--- src/rtl/design_sel_sequencer_if.sv ---
`default_nettype none
// ----------------------------------------------------------------------------
// design_sel_sequencer_if : pad-side select/input bus and conditioned outputs
// Revision: 1.0
// ----------------------------------------------------------------------------
interface design_sel_sequencer_if;
  logic [5:0]  des_sel_raw;
  logic        sync_inputs;
  logic [11:0] io_in_raw;
  logic [5:0]  des_sel;
  logic        des_reset;
  logic [11:0] io_in;
  logic        sel_valid;
  logic        switching;

  modport master (
    output des_sel_raw, sync_inputs, io_in_raw,
    input  des_sel, des_reset, io_in, sel_valid, switching
  );

  modport slave (
    input  des_sel_raw, sync_inputs, io_in_raw,
    output des_sel, des_reset, io_in, sel_valid, switching
  );
endinterface
`default_nettype wire

--- src/rtl/design_sel_sequencer.sv ---
`default_nettype none
// ----------------------------------------------------------------------------
// design_sel_sequencer : debounces the design select and sequences a timed
//                        design reset before handing inputs to the new design
// Revision: 1.0
// ----------------------------------------------------------------------------
module design_sel_sequencer #(
  parameter int NUM_DESIGNS   = 64,
  parameter int STABLE_CYCLES = 4,
  parameter int RST_CYCLES    = 8
) (
  input wire logic              clock,
  input wire logic              reset,
  design_sel_sequencer_if.slave bus
);
  localparam int SW = $clog2(STABLE_CYCLES + 1);
  localparam int RW = (RST_CYCLES > 1) ? $clog2(RST_CYCLES) : 1;
  localparam logic [SW-1:0] c_stab_max = SW'(STABLE_CYCLES);
  localparam logic [SW-1:0] c_stab_thr = SW'(STABLE_CYCLES - 1);
  localparam logic [RW-1:0] c_rst_last = RW'(RST_CYCLES - 1);

  typedef enum logic [1:0] {
    PEND = 2'd0,
    RST  = 2'd1,
    RUN  = 2'd2
  } state_e;

  state_e        state_q, state_d;
  logic [5:0]    sel_s1_q, sel_s1_d, sel_s2_q, sel_s2_d;
  logic [5:0]    cand_q, cand_d;
  logic [SW-1:0] stab_cnt_q, stab_cnt_d;
  logic [5:0]    des_sel_q, des_sel_d;
  logic [RW-1:0] rst_cnt_q, rst_cnt_d;
  logic          des_reset_q, des_reset_d;
  logic          sel_valid_q, sel_valid_d;
  logic          switching_q, switching_d;
  logic [11:0]   io_s1_q, io_s1_d, io_s2_q, io_s2_d;
  logic          stable;
  logic          cand_valid;

  // Synchronizers and the select stability filter
  always_comb begin
    sel_s1_d = bus.des_sel_raw;
    sel_s2_d = sel_s1_q;
    io_s1_d  = bus.io_in_raw;
    io_s2_d  = io_s1_q;
    cand_d     = cand_q;
    stab_cnt_d = stab_cnt_q;
    if (sel_s2_q != cand_q) begin
      cand_d     = sel_s2_q;
      stab_cnt_d = SW'(1);
    end else if (stab_cnt_q != c_stab_max) begin
      stab_cnt_d = stab_cnt_q + 1'b1;
    end
  end

  assign stable     = (sel_s2_q == cand_q) && (stab_cnt_q >= c_stab_thr);
  assign cand_valid = (32'(cand_q) < NUM_DESIGNS);

  always_comb begin
    state_d   = state_q;
    des_sel_d = des_sel_q;
    rst_cnt_d = rst_cnt_q;
    case (state_q)
      PEND: begin
        if (stable && cand_valid) begin
          des_sel_d = cand_q;
          rst_cnt_d = '0;
          state_d   = RST;
        end
      end
      RST: begin
        rst_cnt_d = rst_cnt_q + 1'b1;
        // A newly settled select restarts the reset window rather than finishing it
        if (stable && (cand_q != des_sel_q)) begin
          if (cand_valid) begin
            des_sel_d = cand_q;
            rst_cnt_d = '0;
          end else begin
            state_d = PEND;
          end
        end else if (rst_cnt_q == c_rst_last) begin
          state_d = RUN;
        end
      end
      RUN: begin
        if (stable && (cand_q != des_sel_q)) begin
          if (cand_valid) begin
            des_sel_d = cand_q;
            rst_cnt_d = '0;
            state_d   = RST;
          end else begin
            state_d = PEND;
          end
        end
      end
      default: state_d = PEND;
    endcase
    des_reset_d = (state_d != RUN);
    sel_valid_d = (state_d == RUN);
    switching_d = (state_d != RUN);
  end

  always_ff @(posedge clock) begin
    if (reset) begin
      state_q     <= PEND;
      sel_s1_q    <= '0;
      sel_s2_q    <= '0;
      cand_q      <= '0;
      stab_cnt_q  <= '0;
      des_sel_q   <= '0;
      rst_cnt_q   <= '0;
      des_reset_q <= 1'b1;
      sel_valid_q <= 1'b0;
      switching_q <= 1'b1;
      io_s1_q     <= '0;
      io_s2_q     <= '0;
    end else begin
      state_q     <= state_d;
      sel_s1_q    <= sel_s1_d;
      sel_s2_q    <= sel_s2_d;
      cand_q      <= cand_d;
      stab_cnt_q  <= stab_cnt_d;
      des_sel_q   <= des_sel_d;
      rst_cnt_q   <= rst_cnt_d;
      des_reset_q <= des_reset_d;
      sel_valid_q <= sel_valid_d;
      switching_q <= switching_d;
      io_s1_q     <= io_s1_d;
      io_s2_q     <= io_s2_d;
    end
  end

  assign bus.des_sel   = des_sel_q;
  assign bus.des_reset = des_reset_q;
  assign bus.sel_valid = sel_valid_q;
  assign bus.switching = switching_q;
  // Inputs are held at zero while the design is in reset, whichever path is selected
  assign bus.io_in     = des_reset_q ? '0 : (bus.sync_inputs ? io_s2_q : bus.io_in_raw);
endmodule
`default_nettype wire

--- src/flat_wrapper.sv ---
// flat-port wrapper written by rule: the top's interface ports become plain ports
module design_sel_sequencer_flat 
#(
  parameter int NUM_DESIGNS   = 64,
  parameter int STABLE_CYCLES = 4,
  parameter int RST_CYCLES    = 8
)
  (clock, reset, bus_des_sel_raw, bus_sync_inputs, bus_io_in_raw, bus_des_sel, bus_des_reset, bus_io_in, bus_sel_valid, bus_switching);
  design_sel_sequencer_if bus_i ();
  input wire logic clock;
  input wire logic reset;
  input wire logic [$bits(bus_i.des_sel_raw)-1:0] bus_des_sel_raw;
  input wire logic [$bits(bus_i.sync_inputs)-1:0] bus_sync_inputs;
  input wire logic [$bits(bus_i.io_in_raw)-1:0] bus_io_in_raw;
  output wire logic [$bits(bus_i.des_sel)-1:0] bus_des_sel;
  output wire logic [$bits(bus_i.des_reset)-1:0] bus_des_reset;
  output wire logic [$bits(bus_i.io_in)-1:0] bus_io_in;
  output wire logic [$bits(bus_i.sel_valid)-1:0] bus_sel_valid;
  output wire logic [$bits(bus_i.switching)-1:0] bus_switching;
  assign bus_i.des_sel_raw = bus_des_sel_raw;
  assign bus_i.sync_inputs = bus_sync_inputs;
  assign bus_i.io_in_raw = bus_io_in_raw;
  assign bus_des_sel = bus_i.des_sel;
  assign bus_des_reset = bus_i.des_reset;
  assign bus_io_in = bus_i.io_in;
  assign bus_sel_valid = bus_i.sel_valid;
  assign bus_switching = bus_i.switching;
  design_sel_sequencer #(.NUM_DESIGNS(NUM_DESIGNS), .STABLE_CYCLES(STABLE_CYCLES), .RST_CYCLES(RST_CYCLES)) u_core (.clock(clock), .reset(reset), .bus(bus_i));
endmodule
--- config.mk ---
export PLATFORM = sky130hd
export DESIGN_NAME = design_sel_sequencer_flat
export DESIGN_NICKNAME = d
export VERILOG_FILES = /design/src/rtl/design_sel_sequencer_if.sv /design/src/rtl/design_sel_sequencer.sv /design/src/flat_wrapper.sv
export SDC_FILE = /design/constraint.sdc
export NUM_CORES = 1
export LEC_CHECK = 0
export CAP_MARGIN = 10
export CORE_UTILIZATION = 50
export DETAILED_ROUTE_END_ITERATION = 7
export GPL_ROUTABILITY_DRIVEN = 0
export GPL_TIMING_DRIVEN = 0
export PLACE_DENSITY = 0.81
export SETUP_SLACK_MARGIN = 0.15
export SLEW_MARGIN = 15
export SYNTH_ARGS = -nofsm -noshare
export SYNTH_HDL_FRONTEND = slang
export SYNTH_SLANG_ARGS = --single-unit
--- constraint.sdc ---
create_clock -name clock -period 2.9 [get_ports clock]
set_input_delay 0.87 -clock clock [delete_from_list [all_inputs] [get_ports clock]]
set_output_delay 0.87 -clock clock [all_outputs]
set_load 0.01 [all_outputs]
==> results.sh, run 1 <==
export IMPL_synth_top_family_by_area="simple AND/OR/NAND/NOR gates"
export IMPL_synth_compound_area_share_pct=6.64
export IMPL_max_stage_delay_ns=0.29
export IMPL_arrival_ns=1.83
export IMPL_placementRows=24
export IMPL_setup_viol=0
export IMPL_finalCriticalPeriod_ns=2.70
export IMPL_r2r_cells=7
export IMPL_slowest_stage="dlygate4sd2_1"
export IMPL_clock_sinks=58
export IMPL_synth_top_area_share_pct=50.1
export IMPL_die_w_um=70.1
export IMPL_dieArea_um2=4910
export IMPL_yosys_area_top_type="dfxtp_1"
export IMPL_dp_cells=317
export IMPL_grt_util_met2_pct=30.3
export IMPL_outcome="complete, no violations"
export IMPL_first_pass_iters=4
export IMPL_grt_pass1_vias=1601
export IMPL_min_period_over_period_pct=93.0
export IMPL_peakVddDrop_v=0.000416
export IMPL_synth_cell_type_count=36
export IMPL_hold_viol=0
export IMPL_synthesis_area_um2=2320
export IMPL_routed_via_density=5.02
export IMPL_layout_nets=307
export IMPL_crit_buf_inv=3
export IMPL_diodes=0
export IMPL_async_flop_share_pct=0
export IMPL_cts_hold_buf=0
export IMPL_mostFrequentLayoutCell="dfxtp_1"
export IMPL_ios=42
export IMPL_drc=0
export IMPL_clkSlewWorstSetupHoldPaths_ns=0.06
export IMPL_reg2reg_from="u_core.stab_cnt_q[0]"
export IMPL_postLayoutCellArea_um2=2930
export IMPL_p_clk_share_pct=37.5
export IMPL_grt_pass1_wl_mm=7.05
export IMPL_power_frac_seq_pct=54.1
export IMPL_fmax_mhz=371
export IMPL_yosys_area_share_simple_pct=21.9
export IMPL_cts_path_max_buffers=2
export IMPL_hp_class="reg2reg"
export IMPL_syn_nets=255
export IMPL_synth_edf_count=0
export IMPL_cp_cell_sequence="clkdlybuf4s15_2, buf_6, mux2i_1, nor2_1, dlygate4sd2_1"
export IMPL_ys_warn_count=0
export IMPL_grt_overflow=0
export IMPL_cts_tree="yes"
export IMPL_antenna_found_initial=0
export IMPL_drtAntennaViolNets=0
export IMPL_grt_max_degree=11
export IMPL_ys_seq_elements=58
export IMPL_die_height_um=70.1
export IMPL_p_sw_mw=0.344
export IMPL_layoutNonFillerInstCount=330
export IMPL_path_depth=5
export IMPL_globalRouteMet1Util_pct=22.1
export IMPL_critPathRequiredTime_ns=2.03
export IMPL_synthMuxAreaShare_pct=8.21
export IMPL_reg2reg_slack_ns=0.80
export IMPL_vias=1657
export IMPL_placed_cell_area_um2=2780
export IMPL_routed_wl_mm=4.16
export IMPL_crit_type="in2out"
export IMPL_hold_path_cell_count=1
export IMPL_synthAdderAreaFrac_pct=4.86
export IMPL_drive_gt1_share_pct=7.55
export IMPL_critPathCaptureType="output pin"
export IMPL_netlist_instances=225
export IMPL_ys_seq_area_share_pct=50.1
export IMPL_fillers=363
export IMPL_holdWs_ns=0.441
export IMPL_grt_usage_pct=18.9
export IMPL_worstSetupStartpoint="bus_sync_inputs"
export IMPL_synth_xor_area_share_pct=4.91
export IMPL_cts_root_buffer="clkbuf_8"
export IMPL_synthTopCellsByArea="dfxtp_1 50%, nor2b_1 11%, mux2i_1 8.2%"
export IMPL_synth_area_per_cell_um2=10.3
export IMPL_drt_initial_drc_count=76
export IMPL_dp_hpwl_mm=2.92
export IMPL_max_slew_margin_pct=66.7
export IMPL_core_um2=4410
export IMPL_busiest_layer="met2"
export IMPL_setup_tns_ns=0
export IMPL_areaGrowthSynthToFinish_pct=26.6
export IMPL_pwr_share_comb_pct=8.5
export IMPL_numCtsBuffers=9
export IMPL_io_buffers=40
export IMPL_p_leak_nw=1.21
export IMPL_maxCapViolations=0
export IMPL_swShare_pct=22.1
export IMPL_intPower_mw=1.21
export IMPL_final_max_slew_viol_count=0
export IMPL_worstHoldStart="u_core.io_s1_q[6]"
export IMPL_worst_slew_pin_slew_ns=0.499
export IMPL_start_kind="input port"
export IMPL_start_util_pct=52.5
export IMPL_synth_top_flop_cell="dfxtp_1"
export IMPL_power_density_nw_per_um2=529
export IMPL_cp_top_family="buffers and inverters"
export IMPL_rsz0062_at_grt="false"
export IMPL_layout_common_cells="58 x dfxtp_1, 42 x nor2b_1, 27 x clkdlybuf4s50_1, 19 x mux2i_1, 17 x nor2_1"
export IMPL_wire_per_inst_um=12.6
export IMPL_h_tree_depth=3
export IMPL_fin_skew_ns=0.00640
export IMPL_critPathMaxFanout=5
export IMPL_clock_latency_ns=0.32
export IMPL_met3_usage_pct=7.36
## cell usage after synthesis (all sizes together), types with 2 or more instances
master / number
dfxtp: 58
nor2b: 42
mux2i: 19
nor2: 17
nand2b: 12
inv: 10
ha: 9
clkbuf: 8
xnor2: 7
nand2: 6
xor2: 6
nor3: 4
a211oi: 3
a21oi: 2
a22oi: 2
buf: 2
nor4: 2
o32ai: 2
## stage by stage
step                      setup slack, ns  total power [mW]  util, %
after detailed placement           -0.790             0.986     63.0
after floorplan                     0.408             0.937        -
after global routing                0.152              1.62     66.5
after CTS                           0.201              1.56     66.4
final                               0.202              1.55     66.5
after global placement             -0.776             0.981     63.0
## power by group through the flow
stage / clock network (mW) / logic (mW) / registers, mW
after floorplan: 0 / 0.0841 / 0.853
after global placement: 0 / 0.126 / 0.855
after CTS: 0.590 / 0.132 / 0.840
final: 0.582 / 0.131 / 0.840
after detailed placement: 0 / 0.130 / 0.856
after global routing: 0.635 / 0.145 / 0.842
## flip-flops by register name, summed over array words and instances (netlist names)
name,cells
u_core.bus.switching,1
u_core.rst_cnt_q,3
u_core.bus.sel_valid,1
u_core.io_s1_q,12
u_core.bus.des_sel,6
u_core.state_q,2
u_core.cand_q,6
u_core.stab_cnt_q,3
u_core.io_s2_q,12
u_core.sel_s1_q,6
u_core.sel_s2_q,6
## layout make-up
class / instances / area [um^2] / share of cell area, %
clock buffer: 11 / 141 / 4.82
clock inverter: 1 / 5.00 / 0.171
buffer: 10 / 48.8 / 1.66
sequential: 58 / 1160 / 39.6
inverter: 10 / 37.5 / 1.28
timing repair buffer: 41 / 398 / 13.6
multi-input combinational: 147 / 1080 / 36.7
tap: 52 / 65.1 / 2.22
## cells by family after synthesis
kind of cell | Yosys count
buf+inv | 20
fa+ha+maj | 9
mux | 19
compound gates | 19
xor+xnor | 13
flops | 58
simple gates | 87
## per-layer routing
| layer | vias to the layer above | part of all wire [%] |
|---|---|---|
| li1 | 838 | - |
| met2 | 47 | 47 |
| met3 | 6 | 5.2 |
| met1 | 766 | 46 |
| met5 | - | 0 |
| met4 | 0 | 1.9 |
## worst paths after layout
kind,endpoint
hold / removal,u_core.io_s2_q[6]
setup reg to reg,u_core.rst_cnt_q[0]
setup / recovery,bus_io_in[2]
hold reg to reg,u_core.io_s2_q[6]
## repair_timing
| action | CTS | global route |
|---|---|---|
| buffers inserted | 0 | 0 |
| setup endpoints to repair | 12 | 2 |
| cloned | 1 | 0 |
| pin swaps | 0 | 0 |
| resized for setup | 19 | 1 |
(Power assumes the default switching activity.)
==> run 2: changes to the inputs <==
--- a/config.mk
+++ b/config.mk
@@ -10,7 +10,7 @@
 export DETAILED_ROUTE_END_ITERATION = 7
 export GPL_ROUTABILITY_DRIVEN = 0
 export GPL_TIMING_DRIVEN = 0
-export PLACE_DENSITY = 0.81
+export PLACE_DENSITY_LB_ADDON = 0.3
 export SETUP_SLACK_MARGIN = 0.15
 export SLEW_MARGIN = 15
 export SYNTH_ARGS = -nofsm -noshare
==> run 2 against run 1 <==
Sequential power about the same. Largest cell class unchanged. Critical path depth unchanged. Die area unchanged. Clock power increased by 60%. Flip-flop and latch count unchanged. Maximum frequency increased by 0.33%. Combinational power about the same. Critical endpoint is now bus_io_in[10]. Via count decreased by 0.42%. Wire length increased by 4.8%. Setup slack improved by 0.0088 ns. Cell count increased by 1.2%. Hold slack got worse by 0.0075 ns.
==> results.sh, run 2 (synthesis gave the netlist of run 1 again) <==
export IMPL_first_pass_iters=4
export IMPL_grt_max_degree=11
export IMPL_final_max_slew_viol_count=0
export IMPL_clkSlewWorstSetupHoldPaths_ns=0.06
export IMPL_setup_ws_ns=0.211
export IMPL_h_tree_depth=3
export IMPL_p_leak_nw=1.26
export IMPL_grt_pass1_wl_mm=7.80
export IMPL_grt_usage_pct=20.9
export IMPL_dp_hpwl_mm=3.03
export IMPL_cts_path_max_buffers=2
export IMPL_cts_tree="yes"
export IMPL_hold_path_cell_count=1
export IMPL_r2r_cells=7
export IMPL_fillers=348
export IMPL_critPathRequiredTime_ns=2.03
export IMPL_place_ws_ns=-0.819
export IMPL_fin_skew_ns=0.0111
export IMPL_outcome="complete, no violations"
export IMPL_rsz0062_at_grt="true"
export IMPL_drtAntennaViolNets=0
export IMPL_diodes=0
export IMPL_critPathCaptureType="output pin"
export IMPL_setup_viol=0
export IMPL_grt_pass1_vias=1736
export IMPL_hp_class="reg2reg"
export IMPL_min_period_over_period_pct=92.7
export IMPL_grt_overflow=0
export IMPL_holdWs_ns=0.434
export IMPL_cts_root_buffer="clkbuf_8"
export IMPL_layout_common_cells="58 x dfxtp_1, 42 x nor2b_1, 27 x clkdlybuf4s50_1, 19 x mux2i_1, 17 x nor2_1"
export IMPL_clock_latency_ns=0.34
export IMPL_maxCapViolations=0
export IMPL_wire_per_inst_um=13.0
export IMPL_placed_cell_area_um2=2780
export IMPL_drive_gt1_share_pct=9.22
export IMPL_arrival_ns=1.82
export IMPL_antenna_found_initial=0
export IMPL_routed_wl_mm=4.36
export IMPL_start_util_pct=52.5
export IMPL_power_density_nw_per_um2=626
export IMPL_reg_top3="u_core.io_s1_q: 12 flops, u_core.io_s2_q: 12 flops"
export IMPL_routed_via_density=4.94
export IMPL_ios=42
export IMPL_start_kind="input port"
export IMPL_peakVddDrop_v=0.000395
export IMPL_numCtsBuffers=9
export IMPL_mostFrequentLayoutCell="dfxtp_1"
export IMPL_max_slew_margin_pct=68.2
export IMPL_placementRows=24
export IMPL_core_um2=4410
export IMPL_drc=0
export IMPL_die_height_um=70.1
export IMPL_crit_type="in2out"
export IMPL_layout_nets=307
export IMPL_dieArea_um2=4910
export IMPL_areaGrowthSynthToFinish_pct=31.2
export IMPL_drt_initial_drc_count=84
export IMPL_vias=1650
export IMPL_fmax_mhz=372
export IMPL_clock_sinks=58
export IMPL_critPathMaxFanout=5
export IMPL_io_buffers=40
export IMPL_die_w_um=70.1
export IMPL_finalCriticalPeriod_ns=2.69
export IMPL_postLayoutCellArea_um2=3040
export IMPL_hold_viol=0
export IMPL_worst_slew_pin_slew_ns=0.476
## run 2: worst max-delay path: stages
cell             delay, ns
clkdlybuf4s15_2       0.25
buf_6                 0.16
mux2i_1               0.19
nor2_1                0.06
dlygate4sd2_1         0.30
## run 2: path summary, 6_finish.rpt
kind,from,slack (ns),end
setup / recovery,bus_sync_inputs,0.21,bus_io_in[10]
hold / removal,u_core.sel_s1_q[5],0.43,u_core.sel_s2_q[5]
setup reg to reg,u_core.stab_cnt_q[0],0.74,u_core.rst_cnt_q[0]
hold reg to reg,u_core.sel_s1_q[5],0.43,u_core.sel_s2_q[5]
## run 2: per-stage QoR
stage          std cells  power [mW]  utilization, %  setup TNS [ns]
2_1_floorplan        225       0.937               -               0
4_1_cts              334        1.91            68.8               0
3_3_place_gp         317       0.981            63.0           -7.98
3_5_place_dp         317       0.987            63.0           -8.20
5_1_grt              334        1.98            68.9               0
6_report             334        1.90            68.9               0
## run 2: final cells by class
| class | count | area (um^2) | share of cell area [%] |
|---|---|---|---|
| Sequential cell | 58 | 1160 | 38.2 |
| Tap cell | 52 | 65.1 | 2.14 |
| Buffer | 10 | 48.8 | 1.60 |
| Timing Repair Buffer | 41 | 399 | 13.1 |
| Clock buffer | 11 | 151 | 4.98 |
| Multi-Input combinational cell | 147 | 1080 | 35.4 |
| Clock inverter | 5 | 100 | 3.29 |
| Inverter | 10 | 37.5 | 1.23 |
## run 2: what timing repair did
action	CTS	global route
setup endpoints to repair	12	6
gates resized for setup	19	2
buffers inserted	0	0
cloned	1	0
hold buffers	0	0
## run 2: report_power, final
| part | internal (mW) | switching (mW) |
|---|---|---|
| Sequential | 0.826 | 0.0133 |
| Combinational | 0.0708 | 0.0618 |
| Clock | 0.614 | 0.318 |
## run 2: routing by layer
layer | GRT usage [%] | vias to the layer above | routed length [um]
met3 | 8.80 | 10 | 229
li1 | - | 840 | -
met4 | 9.11 | 0 | 100
met2 | 33.0 | 42 | 2010
met1 | 24.7 | 758 | 2010
met5 | 0 | - | 0
